--- src/rtl/sensor_scan_ctrl_pkg.sv ---
// Shared types and constants for the baggage-height sensor scan controller.
package sensor_scan_pkg;

    // Number of height sensors polled per scan.
    localparam int NUM_SENSORS  = 4;
    // Default width of one sensor reading and of the reduced height.
    localparam int DEF_SENSOR_W = 8;
    // Width of the rounding sums (four 8-bit readings plus rounding bias).
    localparam int SUM_W        = 10;
    // Width of the sensor select.
    localparam int SEL_W        = 2;

    // Scan sequencer states.
    typedef enum logic [1:0] {
        IDLE = 2'd0,
        REQ  = 2'd1,
        CALC = 2'd2,
        OUT  = 2'd3
    } state_t;

endpackage

--- src/rtl/sensor_scan_ctrl_if.sv ---
// Sample bus towards the sensors plus the result handshake towards the
// baggage-drop logic. The controller is the master on both.
interface sensor_scan_ctrl_if
    import sensor_scan_pkg::*;
#(
    parameter int SENSOR_W = DEF_SENSOR_W
) ();

    logic                   smp_req;
    logic [SEL_W-1:0]       smp_sel;
    logic                   smp_ack;
    logic [SENSOR_W-1:0]    smp_data;
    logic [SENSOR_W-1:0]    height;
    logic                   height_valid;
    logic                   height_ready;
    logic [NUM_SENSORS-1:0] fault_mask;

    modport master (
        output smp_req,
        output smp_sel,
        input  smp_ack,
        input  smp_data,
        output height,
        output height_valid,
        input  height_ready,
        output fault_mask
    );

    modport slave (
        input  smp_req,
        input  smp_sel,
        output smp_ack,
        output smp_data,
        input  height,
        input  height_valid,
        output height_ready,
        input  fault_mask
    );

endinterface

--- src/rtl/sensor_scan_ctrl_height_avg.sv ---
// Fault-tolerant rounded average of four height readings. A zero reading
// (real or substituted for a silent sensor) knocks out its opposite pair:
// sensors 1/3 and 2/4 are mounted as pairs, so one bad member discards the
// whole pair and the other pair's rounded mean is used instead.
module height_avg
    import sensor_scan_pkg::*;
#(
    parameter int SENSOR_W = DEF_SENSOR_W
) (
    input  logic [SENSOR_W-1:0] i_s1,
    input  logic [SENSOR_W-1:0] i_s2,
    input  logic [SENSOR_W-1:0] i_s3,
    input  logic [SENSOR_W-1:0] i_s4,
    output logic [SENSOR_W-1:0] o_height
);

    logic [SUM_W-1:0] w_sum_24;
    logic [SUM_W-1:0] w_sum_13;
    logic [SUM_W-1:0] w_sum_all;

    // Rounded pair and quad sums, each widened before adding so no carry is lost.
    always_comb begin
        w_sum_24  = SUM_W'(i_s2) + SUM_W'(i_s4) + SUM_W'(1);
        w_sum_13  = SUM_W'(i_s1) + SUM_W'(i_s3) + SUM_W'(1);
        w_sum_all = SUM_W'(i_s1) + SUM_W'(i_s2) + SUM_W'(i_s3) + SUM_W'(i_s4) + SUM_W'(2);
    end

    // Priority selection: pair 1/3 damaged first, then pair 2/4, else all four.
    always_comb begin
        o_height = {SENSOR_W{1'b0}};
        if ((i_s1 == {SENSOR_W{1'b0}}) || (i_s3 == {SENSOR_W{1'b0}})) begin
            o_height = SENSOR_W'(w_sum_24 >> 1);
        end else if ((i_s2 == {SENSOR_W{1'b0}}) || (i_s4 == {SENSOR_W{1'b0}})) begin
            o_height = SENSOR_W'(w_sum_13 >> 1);
        end else begin
            o_height = SENSOR_W'(w_sum_all >> 2);
        end
    end

endmodule

--- src/rtl/sensor_scan_ctrl.sv ---
// Scan sequencer: polls the four height sensors one by one over the shared
// sample bus, substitutes 0 for a sensor that stays silent for TIMEOUT
// cycles, reduces the readings to one height and offers it downstream.
module sensor_scan_ctrl
    import sensor_scan_pkg::*;
#(
    parameter int SENSOR_W = DEF_SENSOR_W,
    parameter int TIMEOUT  = 16,
    parameter int TO_W     = 5
) (
    input  logic                    clk,
    input  logic                    rst,
    input  logic                    start,
    output logic                    busy,
    sensor_scan_ctrl_if.master      bus
);

    localparam logic [TO_W-1:0]  CNT_LAST = TO_W'(TIMEOUT - 1);
    localparam logic [SEL_W-1:0] SEL_LAST = SEL_W'(NUM_SENSORS - 1);

    state_t                 r_state;
    state_t                 w_state_nxt;
    logic [SEL_W-1:0]       r_sel;
    logic [SEL_W-1:0]       w_sel_nxt;
    logic [TO_W-1:0]        r_cnt;
    logic [TO_W-1:0]        w_cnt_nxt;
    logic                   w_step;
    logic                   w_tout;

    logic [SENSOR_W-1:0]    r_sample [NUM_SENSORS];
    logic [NUM_SENSORS-1:0] r_fault_work;
    logic [SENSOR_W-1:0]    w_avg;

    logic                   r_smp_req;
    logic                   r_busy;
    logic [SENSOR_W-1:0]    r_height;
    logic                   r_height_valid;
    logic [NUM_SENSORS-1:0] r_fault_mask;

    height_avg #(
        .SENSOR_W (SENSOR_W)
    ) u_height_avg (
        .i_s1     (r_sample[0]),
        .i_s2     (r_sample[1]),
        .i_s3     (r_sample[2]),
        .i_s4     (r_sample[3]),
        .o_height (w_avg)
    );

    // Next-state, sensor select and timeout counter decisions.
    always_comb begin
        w_state_nxt = r_state;
        w_sel_nxt   = r_sel;
        w_cnt_nxt   = r_cnt;
        w_step      = 1'b0;
        w_tout      = 1'b0;
        case (r_state)
            IDLE: begin
                if (start) begin
                    w_state_nxt = REQ;
                    w_sel_nxt   = {SEL_W{1'b0}};
                    w_cnt_nxt   = {TO_W{1'b0}};
                end else begin
                    w_state_nxt = IDLE;
                end
            end
            REQ: begin
                // An ack on the last allowed cycle still wins over the timeout.
                if (bus.smp_ack) begin
                    w_step    = 1'b1;
                    w_cnt_nxt = {TO_W{1'b0}};
                end else if (r_cnt == CNT_LAST) begin
                    w_step    = 1'b1;
                    w_tout    = 1'b1;
                    w_cnt_nxt = {TO_W{1'b0}};
                end else begin
                    w_cnt_nxt = r_cnt + TO_W'(1);
                end
                if (w_step) begin
                    if (r_sel == SEL_LAST) begin
                        w_state_nxt = CALC;
                        w_sel_nxt   = {SEL_W{1'b0}};
                    end else begin
                        w_sel_nxt   = r_sel + SEL_W'(1);
                    end
                end else begin
                    w_state_nxt = REQ;
                end
            end
            CALC: begin
                w_state_nxt = OUT;
            end
            OUT: begin
                if (r_height_valid && bus.height_ready) begin
                    w_state_nxt = IDLE;
                end else begin
                    w_state_nxt = OUT;
                end
            end
            default: begin
                w_state_nxt = IDLE;
                w_sel_nxt   = {SEL_W{1'b0}};
                w_cnt_nxt   = {TO_W{1'b0}};
            end
        endcase
    end

    // State, select and timeout counter registers.
    always_ff @(posedge clk) begin
        if (rst) begin
            r_state <= IDLE;
            r_sel   <= {SEL_W{1'b0}};
            r_cnt   <= {TO_W{1'b0}};
        end else begin
            r_state <= w_state_nxt;
            r_sel   <= w_sel_nxt;
            r_cnt   <= w_cnt_nxt;
        end
    end

    // Per-sensor sample capture and working fault bits for the current scan.
    always_ff @(posedge clk) begin
        if (rst) begin
            for (int i = 0; i < NUM_SENSORS; i++) begin
                r_sample[i] <= {SENSOR_W{1'b0}};
            end
            r_fault_work <= {NUM_SENSORS{1'b0}};
        end else if ((r_state == REQ) && w_step) begin
            r_sample[r_sel]     <= w_tout ? {SENSOR_W{1'b0}} : bus.smp_data;
            r_fault_work[r_sel] <= w_tout;
        end else begin
            r_fault_work <= r_fault_work;
        end
    end

    // Result registers: height and fault mask change only in CALC.
    always_ff @(posedge clk) begin
        if (rst) begin
            r_height     <= {SENSOR_W{1'b0}};
            r_fault_mask <= {NUM_SENSORS{1'b0}};
        end else if (r_state == CALC) begin
            r_height     <= w_avg;
            r_fault_mask <= r_fault_work;
        end else begin
            r_height     <= r_height;
            r_fault_mask <= r_fault_mask;
        end
    end

    // Registered status outputs decoded from the upcoming state.
    always_ff @(posedge clk) begin
        if (rst) begin
            r_smp_req      <= 1'b0;
            r_busy         <= 1'b0;
            r_height_valid <= 1'b0;
        end else begin
            r_smp_req      <= (w_state_nxt == REQ);
            r_busy         <= (w_state_nxt != IDLE);
            r_height_valid <= (w_state_nxt == OUT);
        end
    end

    assign busy             = r_busy;
    assign bus.smp_req      = r_smp_req;
    assign bus.smp_sel      = r_sel;
    assign bus.height       = r_height;
    assign bus.height_valid = r_height_valid;
    assign bus.fault_mask   = r_fault_mask;

endmodule
--- src/flat_wrapper.sv ---
// flat-port wrapper written by rule: the top's interface ports become plain ports
module sensor_scan_ctrl_flat import sensor_scan_pkg::*;
#(
    parameter int SENSOR_W = DEF_SENSOR_W,
    parameter int TIMEOUT  = 16,
    parameter int TO_W     = 5
)
  (clk, rst, start, busy, bus_smp_req, bus_smp_sel, bus_smp_ack, bus_smp_data, bus_height, bus_height_valid, bus_height_ready, bus_fault_mask);
  sensor_scan_ctrl_if #(.SENSOR_W(SENSOR_W)) bus_i ();
  input  logic clk;
  input  logic rst;
  input  logic start;
  output logic busy;
  output wire logic [$bits(bus_i.smp_req)-1:0] bus_smp_req;
  output wire logic [$bits(bus_i.smp_sel)-1:0] bus_smp_sel;
  input wire logic [$bits(bus_i.smp_ack)-1:0] bus_smp_ack;
  input wire logic [$bits(bus_i.smp_data)-1:0] bus_smp_data;
  output wire logic [$bits(bus_i.height)-1:0] bus_height;
  output wire logic [$bits(bus_i.height_valid)-1:0] bus_height_valid;
  input wire logic [$bits(bus_i.height_ready)-1:0] bus_height_ready;
  output wire logic [$bits(bus_i.fault_mask)-1:0] bus_fault_mask;
  assign bus_smp_req = bus_i.smp_req;
  assign bus_smp_sel = bus_i.smp_sel;
  assign bus_i.smp_ack = bus_smp_ack;
  assign bus_i.smp_data = bus_smp_data;
  assign bus_height = bus_i.height;
  assign bus_height_valid = bus_i.height_valid;
  assign bus_i.height_ready = bus_height_ready;
  assign bus_fault_mask = bus_i.fault_mask;
  sensor_scan_ctrl #(.SENSOR_W(SENSOR_W), .TIMEOUT(TIMEOUT), .TO_W(TO_W)) u_core (.clk(clk), .rst(rst), .start(start), .busy(busy), .bus(bus_i));
endmodule
--- config.mk ---
export PLATFORM = sky130hd
export DESIGN_NAME = sensor_scan_ctrl_flat
export DESIGN_NICKNAME = d
export VERILOG_FILES = /design/src/rtl/sensor_scan_ctrl_pkg.sv /design/src/rtl/sensor_scan_ctrl_if.sv /design/src/rtl/sensor_scan_ctrl_height_avg.sv /design/src/rtl/sensor_scan_ctrl.sv /design/src/flat_wrapper.sv
export SDC_FILE = /design/constraint.sdc
export NUM_CORES = 1
export LEC_CHECK = 0
export BUFFER_PORTS_ARGS = -buffer_cell sky130_fd_sc_hd__buf_2
export CAP_MARGIN = 30
export CORE_AREA = 2 2 89 91
export CTS_CLUSTER_DIAMETER = 40
export CTS_CLUSTER_SIZE = 25
export DETAILED_ROUTE_END_ITERATION = 6
export DIE_AREA = 0 0 91 93
export PLACE_DENSITY_LB_ADDON = 0.15
export SYNTH_ARGS = -nofsm -noshare
export SYNTH_HDL_FRONTEND = slang
export SYNTH_HIERARCHICAL = 1
export SYNTH_SLANG_ARGS = --single-unit
--- constraint.sdc ---
create_clock -name clk -period 3.59 [get_ports clk]
set_input_delay 0.718 -clock clk [delete_from_list [all_inputs] [get_ports clk]]
set_output_delay 0.718 -clock clk [all_outputs]
set_load 0.05 [all_outputs]
* Word level (Yosys, flattened, before mapping) *
Memories as Yosys holds them, arrays and structs flattened.
Index checks and enable logic that the tools add are counted.
W data, S select, Z words.

word-level totals
  register bits after elaboration = 28
  memory bits (writable) = 32
  input port bits = 13
  output and inout bits = 17
  logic and storage cells = 79
  memories = 1

memories
  name             depth  bits a word  rd ports  clocked after memory_dff  wr ports  RTL line                RTL
  u_core.r_sample  4      8            4         0                         4         sensor_scan_ctrl.sv:30  logic [SENSOR_W-1:0] r_sample [NUM_SENSORS];

operators by class
  add/subtract/negate cells = 10
  magnitude comparators = 2
  equal/unequal tests = 9
  muxes and demuxes = 33
  reductions and logical operators = 15

operators by type and width
  kind                     number
  $logic_not A8 Y1         4
  $mux W8                  4
  $add A8 B8 Y9            3
  $add A9 B1 Y9 const B    2
  $mux W5                  3
  $mux W1                  14
  $mux W2                  7
  $add A10 B2 Y10 const B  1
  $add A10 B8 Y10          1
  $add A9 B8 Y10           1
  $pmux W5 S2              1
  $eq A2 B2 Y1 const B     4
  $pmux W2 S4              1
  $reduce_or A8 Y1         1
  $add A5 B1 Y5 const B    1
  $eq A5 B4 Y1 const B     1
  $bwmux W4                1
  $eq A2 B1 Y1 const B     2
  $ne A2 B2 Y1 const B     2
  $pmux W2 S2              1
  $reduce_bool A2 Y1       2
  $logic_and A1 B1 Y1      3
  $lt A2 B3 Y1 const B     1
  $reduce_and A3 Y1        1
  other kinds (6)          7

* Longest topological paths before layout *
Gate-level depths: netlist of run 1.

  depth after elaboration = 11
  mapped depth = 13
  mapped depth without buffers = 13

* Modules after synthesis *
Netlist of run 1, hierarchy kept.

by module, submodules not included
  module            times used  cells an instance  area an instance (um2)  seq. area each (um2)
  sensor_scan_ctrl  1           220                2506.2                  1521.5
  height_avg        1           207                1551.5                  0.0

* Worst setup path after synthesis of run 1 *
Ideal clock, no wire load.

  kind = register to register
  start point = memory u_core/r_sample[1][2] in the netlist's numbering
  end point = register u_core.r_height[7] (netlist: u_core/bus.height[7])
  library setup time = 135 ps
  data arrival time = 2854 ps
  required time = 3455 ps
  slack = 600 ps
  stages on the path, launching flop included = 14
  path buffers = 0
  clock period less this slack = 2990 ps
  path through = edfxtp_1 inv_1 fa_1 fa_1 inv_1 ha_1 a21oi_2 a21oi_2 o41ai_4 nor2b_1 o32ai_1 mux2i_1 nand2_1 a21oi_1

RTL lines
  item                  RTL line                 RTL
  start, declared       sensor_scan_ctrl.sv:30
  end signal, assigned  sensor_scan_ctrl.sv:139  r_height <= {SENSOR_W{1'b0}};
  end signal, assigned  sensor_scan_ctrl.sv:142  r_height <= w_avg;
  end signal, assigned  sensor_scan_ctrl.sv:145  r_height <= r_height;
  end, declared         sensor_scan_ctrl.sv:36   logic [SENSOR_W-1:0] r_height;

==> qor.txt, run 1 <==
Status -> finished, final reports clean
Worst Tran Pin Value -> 0.7195 ns
Global-route wire length before repair -> 15050 µm
Vias/cell -> 5.507
Worst Path Required -> 3.85 ns
Unique cell type count in the Yosys netlist -> 59
Largest net degree at the start of global routing -> 25
Top Family by Delay on Critical Path -> adder cells
Core area -> 0.007527 mm²
Ant. Diodes -> 0
Fin Clk Skew -> 0.01211 ns
Hold crit path type -> reg2reg
Gate Count Post-Synth -> 427
Worst-Skew Late Latency -> 0.34 ns
Final Setup Violations -> 0
CP Capture Type -> flop
Synth Flop Type -> edfxtp_1
Gpl congestion -> 0.8548
R2R Path Start -> u_core/r_sample[1][2]
Slew headroom -> 51.93%
Tot GR Track Use -> 22.35%
Worst-case reg-to-reg path depth -> 13
Synthesis-to-layout area growth -> 9.035%
Inst Count DP -> 542
Initial DRC Count -> 184
# rows -> 32
IO Count -> 30
LEAKAGE -> 1.897 nW
Final hold slack -> 0.4516 ns
Min-Delay Path Depth -> 2
Seq/Total Area, Yosys -> 37.50%
Post-synth top cells -> inv_1, nand2_1, nor2_1
Final cell count without fillers -> 558
Die width -> 91 µm
Fin. max-slew vios -> 0
Clk slew on worst S/H paths -> 0.07 ns
Critical path arrival -> 3.47 ns
F_max -> 0.3111 GHz
Post-DP Area -> 0.004242 mm²
Vias in the first global route -> 2993
TritonCTS Sinks -> 60
Final Cell Area -> 0.004424 mm²
Synthesized area -> 0.004058 mm²
Clk buf depth -> 2
TritonRoute pass-1 iters -> 4
Initial antenna violation count -> 0
Hold endpoint -> u_core/bus.height[6]
Wire length per cell -> 15.92 µm
Cts bufs inserted -> 9
YS warnings -> 6
Fin nets -> 509
Worst path cell trace -> inv_1 > fa_1 > fa_1 > inv_1 > ha_1 > nand4b_1 > a21oi_2 > o21a_1 > nor2_1 > xor2_1 > o221ai_1 > nand2_1 > a21oi_1
DRC viols -> 0
Pwr per Cell Area -> 404.7 mW/mm²
Die ar. -> 0.008463 mm²
Setup Fix Bufs, Post-CTS -> 0
Via count -> 3073
# resized after CTS -> 0
TNS Setup -> 0 ns
Tmin final -> 3.214 ns
Critical path class -> reg2reg
H-Tree Depth -> 3
Startpoint Class -> flop
Multi-input logic area -> 0.002245 mm²
Number of synthesized flops with an enable pin -> 32
Filler instances -> 706
Grt ovf -> 0
HPWL after DPL -> 6866 µm
Reg2reg end -> u_core/bus.height[5]
I/O Buffers -> 29
Mean Syn Cell Area -> 9.503 µm²
Most frequent cell after synthesis -> inv_1
Final period util -> 89.53%
Maxcap violations -> 0
Post-synth ARST share -> 0%
TritonCTS clock tree -> done
CP max stage cell -> fa_1
Synth area leaders -> edfxtp_1, dfxtp_1, ha_1
Share of the synthesized area in the top cell type -> 23.68%
Hold Crit Start -> u_core/bus.height[6]
Post-route ant nets -> 0
Post-Synthesis Net Count -> 485
CP Max Fanout -> 3
Hold_buf cts -> 0
CTS Root Cell -> clkbuf_8
Cell taking the most area after synthesis -> edfxtp_1
WL final -> 8881 µm
Initial core utilization -> 53.91%
Fraction of layout cells with a size suffix above 1 -> 13.38%
Peak supply drop -> 0.0002601 V
Flop-to-flop setup slack -> 0.38 ns
Bufs and invs on worst path -> 2
Worst path max stage delay -> 0.51 ns
Yosys reg bits -> 60
Die Y-Extent -> 93 µm
Register area -> 0.001521 mm²
Unrepaired setup endpoints after global routing -> no
Fin. Hold Viols -> 0
## layout by cell type (no fill, tap or decap), drive strengths merged, types with 6 or more instances in the layout
master   n
xnor2    7
xor2     7
nand3    6
fa      17
inv     54
clkbuf  10
nor2    37
a31oi    6
a21oi   27
ha      28
a21o     6
o21ai   19
nor4     8
o211ai   6
dfxtp   28
buf     29
nand2   52
and3     8
edfxtp  32
## final cells by class
| class | count | area share (%) |
|---|---|---|
| Sequential cell | 60 | 34.39 |
| Multi-Input combinational cell | 297 | 50.74 |
| Timing Repair Buffer | 29 | 3.281 |
| Tap cell | 102 | 2.885 |
| Clock inverter | 6 | 1.244 |
| Clock buffer | 10 | 2.885 |
| Inverter | 54 | 4.581 |
## per-stage QoR
stage	power, W	util (%)	setup slack [ns]
6_report	0.001790	58.78	0.3760
5_1_grt	0.001890	58.78	0.1532
4_1_cts	0.001801	58.78	0.3542
3_5_place_dp	0.001222	56.35	0.3755
3_3_place_gp	0.001215	56.35	0.4366
2_1_floorplan	0.001122	-	0.6004
## worst max-delay path by stage
stage                                from  cells past startpoint  slack, ns                    to
floorplan           u_core/r_sample[1][2]                     13       0.60  u_core/bus.height[7]
global placement    u_core/r_sample[1][2]                     13       0.44  u_core/bus.height[7]
global route        u_core/r_sample[2][5]                     13       0.15  u_core/bus.height[4]
CTS                 u_core/r_sample[1][2]                     13       0.35  u_core/bus.height[5]
detailed placement  u_core/r_sample[1][2]                     13       0.38  u_core/bus.height[5]
finish              u_core/r_sample[1][2]                     13       0.38  u_core/bus.height[5]
## routing by layer
metal,global-route usage (%),share of wire [%],vias up
li1,-,-,1532
met1,32.51,48,1460
met2,34.51,46,68
met3,3.707,4.3,13
met4,6.818,1.7,0
met5,0,0,-
## sequential cells by signal, indices dropped and copies added (netlist names)
register	flops
u_core/bus.smp_req	1
u_core/r_fault_work	4
u_core/bus.height	8
u_core/bus.smp_sel	2
u_core/busy	1
u_core/bus.height_valid	1
u_core/bus.fault_mask	4
u_core/r_cnt	5
u_core/r_sample	32
u_core/r_state	2
## power breakdown
part	leakage, nW	switching (W)	internal [W]	total (W)
Combinational	1.25	0.000254	0.000184	0.000438
Sequential	0.558	0.0000288	0.000745	0.000773
Clock	0.0911	0.000265	0.000314	0.000579
Total	1.90	0.000548	0.00124	0.00179
## cell families (layout without fill, tap and decap cells)
group           after synthesis  after routing  share of synthesized area [%]
flops                        60             60                          37.50
buf+inv                      70             99                          7.185
compound gates               92             92                          16.87
xor+xnor                     14             14                          3.022
fa+ha+maj                    45             45                          17.02
simple gates                141            141                          17.14
mux                           5              5                          1.264
## worst reg2reg max path, stage by stage (launching register included)
cell	delay, ns
edfxtp_1	0.42
inv_1	0.10
fa_1	0.44
fa_1	0.51
inv_1	0.04
ha_1	0.33
nand4b_1	0.18
a21oi_2	0.30
o21a_1	0.19
nor2_1	0.05
xor2_1	0.14
o221ai_1	0.19
nand2_1	0.09
a21oi_1	0.16
No activity file was read; power rests on OpenSTA's default activity.
==> inputs of run 2 (changes only) <==
- CORE_AREA: 2 2 89 91 -> 4 4 91 93
- CTS_CLUSTER_SIZE: 25 -> default
- DIE_AREA: 0 0 91 93 -> 0 0 95 97
==> qor.txt, run 2 (synthesis gave the netlist of run 1 again) <==
Status -> finished, final reports clean
Commonest non-fill, non-tap cell in the layout -> inv_1
CP Capture Type -> flop
Hold crit path type -> reg2reg
Fin Clk Skew -> 0.008896 ns
Synthesis-to-layout area growth -> 9.158%
Combinational share of power -> 24.6%
Initial DRC Count -> 137
LEAKAGE -> 1.908 nW
Maxcap violations -> 0
H-Tree Depth -> 3
Largest net degree at the start of global routing -> 25
I/O Buffers -> 29
Worst Tran Pin Value -> 0.7323 ns
Final Setup Violations -> 0
Setup Fix Bufs, Post-CTS -> 0
Die width -> 95 µm
Fin. Hold Viols -> 0
Fraction of layout cells with a size suffix above 1 -> 13.82%
WL final -> 8770 µm
Initial antenna violation count -> 0
# rows -> 32
TNS Setup -> 0 ns
Worst-case reg-to-reg path depth -> 13
Clk slew on worst S/H paths -> 0.07 ns
Die ar. -> 0.009215 mm²
Pwr per Cell Area -> 400.6 mW/mm²
TritonCTS clock tree -> done
F_max -> 0.3137 GHz
Number of flip-flops in the largest register -> 32
Switch share -> 30.31%
Wire length per cell -> 15.72 µm
Unrepaired setup endpoints after global routing -> no
Sequential Power Share -> 43.6%
Ant. Diodes -> 0
Vias/cell -> 5.536
Global-route wire length before repair -> 14880 µm
Final period util -> 88.79%
Top reg by flops -> u_core/r_sample
IO Count -> 30
Critical path class -> reg2reg
Worst-Skew Late Latency -> 0.33 ns
Vias in the first global route -> 3070
Tmin final -> 3.188 ns
Post-route ant nets -> 0
Die Y-Extent -> 97 µm
Fin nets -> 509
Clk network pwr share -> 31.9%
Hold_buf cts -> 0
Clk buf depth -> 2
HPWL after DPL -> 6890 µm
Core area -> 0.007527 mm²
Commonest cells after routing, fill and taps aside -> inv_1, nand2_1, nor2_1, edfxtp_1, buf_2
Cts bufs inserted -> 9
Peak supply drop -> 0.0002800 V
Psw -> 0.0005378 W
CTS Root Cell -> clkbuf_8
Worst Path Required -> 3.79 ns
CP Max Fanout -> 3
Via count -> 3089
Tot GR Track Use -> 20.42%
Fin. max-slew vios -> 0
Startpoint Class -> flop
Min-Delay Path Depth -> 2
DRC viols -> 0
Gpl congestion -> 0.8441
Critical path arrival -> 3.39 ns
Int Pwr -> 0.001237 W
Grt ovf -> 0
# resized after CTS -> 0
TritonRoute pass-1 iters -> 5
TritonCTS Sinks -> 60
Slew headroom -> 51.08%
Total power -> 0.001774 W
Initial core utilization -> 53.91%
==> run 2: through the flow <==
| step | utilization, % | cell area [µm²] | std cells | setup WS (ns) | hold slack, ns |
|---|---|---|---|---|---|
| 5_1_grt | 58.84 | 4429 | 558 | 0.07633 | 0.4826 |
| 2_1_floorplan | - | 4058 | 427 | 0.6004 | 0.4322 |
| 4_1_cts | 58.84 | 4429 | 558 | 0.3916 | 0.4574 |
| 3_5_place_dp | 56.35 | 4242 | 542 | 0.4059 | 0.4470 |
| 3_3_place_gp | 56.35 | 4242 | 542 | 0.4376 | 0.4413 |
| 6_report | 58.84 | 4429 | 558 | 0.4023 | 0.4550 |
==> run 2: final cells by class <==
cell class | count | area (µm²)
Tap cell | 102 | 127.6
Clock inverter | 4 | 21.27
Fill cell | 711 | 3098
Inverter | 54 | 202.7
Multi-Input combinational cell | 297 | 2245
Sequential cell | 60 | 1521
Clock buffer | 12 | 166.4
Timing Repair Buffer | 29 | 145.1
==> run 2: power by group through the flow <==
stage	registers, W	logic [W]	clock network [W]
final	0.000773	0.000436	0.000566
after global routing	0.000776	0.000494	0.000611
after CTS	0.000772	0.000438	0.000583
after detailed placement	0.000788	0.000434	0
after global placement	0.000787	0.000428	0
after floorplan	0.000785	0.000338	0
==> run 2: worst paths after layout <==
path                                            start                    to  slack, ns
worst min-delay path             u_core/bus.height[1]  u_core/bus.height[1]       0.46
worst min register to register   u_core/bus.height[1]  u_core/bus.height[1]       0.46
worst max register to register  u_core/r_sample[1][2]  u_core/bus.height[7]       0.40
worst max-delay path            u_core/r_sample[1][2]  u_core/bus.height[7]       0.40
==> run 2: metal layers <==
layer / vias up / global-route usage (%) / part of all wire, %
met5: - / 0 / 0
met4: 0 / 6.548 / 2.0
met3: 15 / 4.355 / 4.7
met2: 87 / 31.07 / 45
met1: 1455 / 28.86 / 48
li1: 1532 / - / -
==> run 2: critical path, stage by stage (launching register included) <==
cell and delay [ns]:
edfxtp_1 0.41, inv_1 0.10, fa_1 0.44, fa_1 0.51, inv_1 0.04, ha_1 0.34, a21oi_2 0.21, a21oi_2 0.12
o41ai_4 0.33, nor2b_1 0.08, o32ai_1 0.23, mux2i_1 0.11, nand2_1 0.08, a21oi_1 0.06
